**src/rtl/bsg_comm_link_pattern_gen.sv**
```systemverilog
// Loopback traffic source: emits self-describing ring packets (seq, LFSR, seq-keyed bytes)
// on a valid/ready port, optionally spaced by idle gaps, and flags done after a fixed count.
module bsg_comm_link_pattern_gen #(
  parameter int unsigned channel_width_p = 8,
  parameter int unsigned ring_bytes_p    = 10,
  parameter int unsigned iterations_p    = 16,
  parameter int unsigned gap_cycles_p    = 0,
  parameter logic [15:0] lfsr_seed_p     = 16'hACE1,
  parameter int unsigned counter_width_p = 32
) (
  input  logic                                      clk,
  input  logic                                      reset_i,
  input  logic                                      en_i,
  input  logic                                      ready_i,
  output logic                                      v_o,
  output logic [ring_bytes_p*channel_width_p-1:0]   data_o,
  output logic [counter_width_p-1:0]                sent_count_o,
  output logic                                      done_o
);

  localparam int unsigned GapW = (gap_cycles_p > 1) ? $clog2(gap_cycles_p + 1) : 1;
  localparam logic [15:0] SeedEff = (lfsr_seed_p == 16'h0000) ? 16'h0001 : lfsr_seed_p;
  localparam logic [counter_width_p-1:0] IterCnt = counter_width_p'(iterations_p);
  localparam logic [GapW-1:0] GapInit = GapW'(gap_cycles_p);

  typedef enum logic [1:0] {StIdle, StSend, StGap, StDone} state_e;

  state_e                     state_q, state_d;
  logic [GapW-1:0]            gap_q, gap_d;
  logic [15:0]                seq_q, seq_d;
  logic [15:0]                lfsr_q, lfsr_d;
  logic [counter_width_p-1:0] cnt_q, cnt_d;
  logic                       xfer;

  assign xfer = (state_q == StSend) && ready_i;

  always_comb begin
    state_d = state_q;
    gap_d   = gap_q;
    seq_d   = seq_q;
    lfsr_d  = lfsr_q;
    cnt_d   = cnt_q;
    if (xfer) begin
      seq_d  = seq_q + 16'd1;
      lfsr_d = {lfsr_q[14:0], lfsr_q[15] ^ lfsr_q[13] ^ lfsr_q[12] ^ lfsr_q[10]};
      cnt_d  = cnt_q + counter_width_p'(1);
    end
    case (state_q)
      StIdle: if (en_i) state_d = StSend;
      StSend: begin
        // The offered packet is only withdrawn by a transfer, never by en_i.
        if (ready_i) begin
          if ((iterations_p != 0) && (cnt_d == IterCnt)) begin
            state_d = StDone;
          end else if (gap_cycles_p > 0) begin
            state_d = StGap;
            gap_d   = GapInit;
          end else begin
            state_d = en_i ? StSend : StIdle;
          end
        end
      end
      StGap: begin
        gap_d = gap_q - GapW'(1);
        if (gap_q == GapW'(1)) state_d = en_i ? StSend : StIdle;
      end
      StDone:  state_d = StDone;
      default: state_d = StIdle;
    endcase
  end

  always_ff @(posedge clk) begin
    if (reset_i) begin
      state_q <= StIdle;
      gap_q   <= '0;
      seq_q   <= '0;
      lfsr_q  <= SeedEff;
      cnt_q   <= '0;
    end else begin
      state_q <= state_d;
      gap_q   <= gap_d;
      seq_q   <= seq_d;
      lfsr_q  <= lfsr_d;
      cnt_q   <= cnt_d;
    end
  end

  always_comb begin
    data_o        = '0;
    data_o[15:0]  = seq_q;
    data_o[31:16] = lfsr_q;
    for (int k = 4; k < int'(ring_bytes_p); k++) begin
      data_o[k*channel_width_p +: channel_width_p] = channel_width_p'(8'(k) ^ seq_q[7:0]);
    end
  end

  assign v_o          = (state_q == StSend);
  assign done_o       = (state_q == StDone);
  assign sent_count_o = cnt_q;

endmodule
```
**config.mk**
```make
export PLATFORM = sky130hd
export DESIGN_NAME = bsg_comm_link_pattern_gen
export DESIGN_NICKNAME = d
export VERILOG_FILES = /design/src/rtl/bsg_comm_link_pattern_gen.sv
export SDC_FILE = /design/constraint.sdc
export NUM_CORES = 1
export LEC_CHECK = 0
export CAP_MARGIN = 30
export CORE_ASPECT_RATIO = 0.7
export CORE_UTILIZATION = 48
export CTS_BUF_LIST = sky130_fd_sc_hd__clkbuf_4
export DETAILED_ROUTE_END_ITERATION = 6
export PLACE_DENSITY = 0.8
export SETUP_SLACK_MARGIN = 0.3
export SLEW_MARGIN = 5
export SYNTH_ARGS = -nofsm -noshare
export SYNTH_HDL_FRONTEND = slang
export SYNTH_SLANG_ARGS = --single-unit
```
**constraint.sdc**
```tcl
create_clock -name clk -period 3 [get_ports clk]
set_input_delay 0.45 -clock clk [delete_from_list [all_inputs] [get_ports clk]]
set_output_delay 0.45 -clock clk [all_outputs]
set_load 0.1 [all_outputs]
```
==> impl_metrics.yaml <==
run_status:
  status: "finished clean"
sta:
  min_period_ps: 2570
  clock.fmax_ghz: 0.390
  fin_worst_skew_ps: 9.79
  slew-limit-headroom_pct: 71.9
  hold_violations: 0
  holdWs_ps: 465
  rsz0062_at_grt: "false"
  finalCritPeriodShare_pct: 85.5
  tightest_slew_ps: 416
  maxSlewViolCount: 0
  setup_viol: 0
  tns_ps: 0
place:
  dpl-instance-area_um2: 4350
  dp_hpwl_um: 6190
  io_buffer_count: 117
  gp_congestion: 0.896
floorplanning:
  die_w_um: 106
  core_um2: 7290
  die_h_um: 74.7
  ios: 118
  design.die.area_um2: 7900
  initial_core_util_pct: 49.7
  rows: 26
worst_hold_path:
  min_to: "sent_count_o[16]$_SDFF_PP0_"
  hold_path.class: "input port to register"
  hp-start: "reset_i"
  hold_depth: 2
critical_path:
  worstReg2RegEnd: "state_q[0]$_SDFFE_PP0P_"
  worstSetupPathType: "register to register"
  r2r_cells: 9
  crit_fanout: 7
  crit_required_ps: 3330
  endpoint_kind: "register"
  crit_arrival_ps: 2890
  cp-start-kind: "register"
  r2r-start: "sent_count_o[0]$_SDFF_PP0_"
  reg2reg_slack_ps: 430
detailed_routing:
  vias: 3216
  drtIter0Drc: 123
  via_per_inst: 5.25
  drc_errors: 0
  ant_nets: 0
  firstDrtPassIters: 4
  routed_wl_um: 8470
  wire_per_inst_um: 13.8
power:
  power_density_nw_per_um2: 394
  power.total_mw: 1.77
  power_frac_clock_pct: 32.1
  comb_power_share_pct: 15.8
  ir_drop_mv: 0.332
  seq_power_share_pct: 52.0
  power.internal_mw: 1.22
  switchingPower_uw: 546
  switching_share_pct: 30.9
  leakagePower_nw: 1.96
synth:
  netlist_instances: 431
  yosys_most_used_dff: "dfxtp_1"
  netlist.area_leader.share_pct: 37.0
  synth_edf_count: 0
  synth_warnings: 0
  syn_area_um2: 3620
  synth.area.top_cells: "dfxtp_1 (37%), buf_4 (9.1%), xor2_1 (6.5%)"
  synth_cell_types: 59
  yosysTopAreaCell: "dfxtp_1"
  synth-seq-cells: 67
  async_reset_ff_share_pct: 0
  yosysSeqAreaShare_pct: 37.0
  avgSynthCellArea_um2: 8.40
  synth_nets: 437
clock_tree:
  cts_made_buffers: 9
  cts.clk_slew.worst_paths_ps: 110
  insertion_delay_ps: 380
  cts_sinks: 67
  root_buffer: "clkbuf_4"
  cts_tree: "done"
  htreeDepth: 3
  post_cts_buffers: 0
  max-clock-path-buffers: 2
grt:
  grt_max_degree: 28
  antenna_found_initial: 0
  grt_pass1_wl_um: 13100
  grt_overflow: 0
  grt.total_usage_pct: 21.0
  grt_pass1_vias: 2640
finish:
  multi_input_area_um2: 1830
  fill_cells: 644
  layout-drive-gt1-share_pct: 36.1
  seq_area_um2: 1390
  final_area_um2: 4490
  fin_nets: 517
  diodes: 0
  syn2layout_area_growth_pct: 23.9
job:
  drv_cap: 0
[per-layer routing]
metal,part of all wire [%],wire (um),track usage (%)
met1,49,4160,30.5
met2,44,3740,32.2
met4,0.28,24,4.32
met5,0,0,0
met3,6.3,536,4.94
[power groups by stage]
| stage | sequential (mW) | clock [mW] | combinational, mW |
|---|---|---|---|
| CTS | 0.920 | 0.579 | 0.282 |
| global placement | 0.940 | 0 | 0.278 |
| detailed placement | 0.940 | 0 | 0.282 |
| floorplan | 1.04 | 0 | 0.139 |
| finish | 0.920 | 0.568 | 0.280 |
| global route | 0.923 | 0.624 | 0.292 |
[Yosys cell counts, drive strengths merged, types with 3 or more instances]
master / number
or3: 4
nand3: 15
inv: 8
nor4: 5
dfxtp: 67
xor2: 28
and2: 3
clkbuf: 12
xnor2: 21
o31ai: 3
a21oi: 16
nor2: 56
buf: 50
nor3b: 3
nor3: 9
and3: 12
nand4: 16
nand3b: 8
nand2: 55
o21ai: 11
[critical path: stages, from the launching register on]
cell	delay, ps
dfxtp_4	400
ha_2	210
nand4b_4	150
or2_4	270
xor2_1	150
or4b_1	560
and4bb_1	290
and4_1	200
and3_1	160
o31a_1	120
[stage by stage]
stage	cells	setup slack, ps	util (%)
after floorplan	431	302	-
after global placement	598	55.3	59.6
after detailed placement	598	-15.8	59.6
after CTS	613	402	61.3
after global routing	613	315	61.6
final	613	434	61.6
[timing repair]
item	CTS	global route
hold buffers	0	0
resized for setup	0	4
endpoints found under the setup margin	0	1
[cells by family (layout without fill, tap and decap cells)]
logic type | Yosys count | in the layout | share of synthesized area [%]
multiplexers | 1 | 1 | 0.311
flip-flops | 67 | 67 | 37.0
AO/OA/AOI/OAI | 42 | 42 | 7.05
AND/OR/NAND/NOR | 200 | 200 | 30.1
XOR/XNOR | 49 | 49 | 12.1
adder cells (fa/ha/maj) | 2 | 2 | 0.691
buffers and inverters | 70 | 154 | 12.7
[sequential cells by signal, summed over array words and instances, names as in the netlist]
signal,cells
gap_q,1
lfsr_q,16
sent_count_o,32
seq_q,16
state_q,2
[layout make-up]
class                   instances  area share [%]
multi-input cells             294            40.9
flip-flops and latches         67            30.9
repair buffers                131            22.0
well taps                      98            2.73
clock buffers                  11            1.84
clock inverters                 4           0.948
inverters                       8           0.669
[how the worst max path moves through the flow]
stage	start	to	slack, ps	depth (start not counted)
floorplan	seq_q[0]$_SDFFE_PP0P_	data_o[56]	300	2
global placement	ready_i	state_q[0]$_SDFFE_PP0P_	60	9
detailed placement	ready_i	state_q[0]$_SDFFE_PP0P_	-20	9
CTS	ready_i	state_q[0]$_SDFFE_PP0P_	400	9
global route	sent_count_o[0]$_SDFF_PP0_	state_q[0]$_SDFFE_PP0P_	320	9
finish	sent_count_o[0]$_SDFF_PP0_	state_q[0]$_SDFFE_PP0P_	430	9
[cell usage in the layout, fill, tap and decap left out, drive strengths merged, types with 2 or more instances in the layout]
cell,count
clkbuf,11
nand4,16
nand2,55
and3,12
a21oi,16
or3,4
and4bb,2
nor2b,2
nor3b,3
and2,3
inv,8
nand3b,8
xnor2,21
buf,129
or4,2
nor2,56
nand3,15
clkinv,3
o31ai,3
and4,2
xor2,28
dfxtp,67
o21ai,11
nor4,5
nor3,9
ha,2
(Power assumes the default switching activity.)
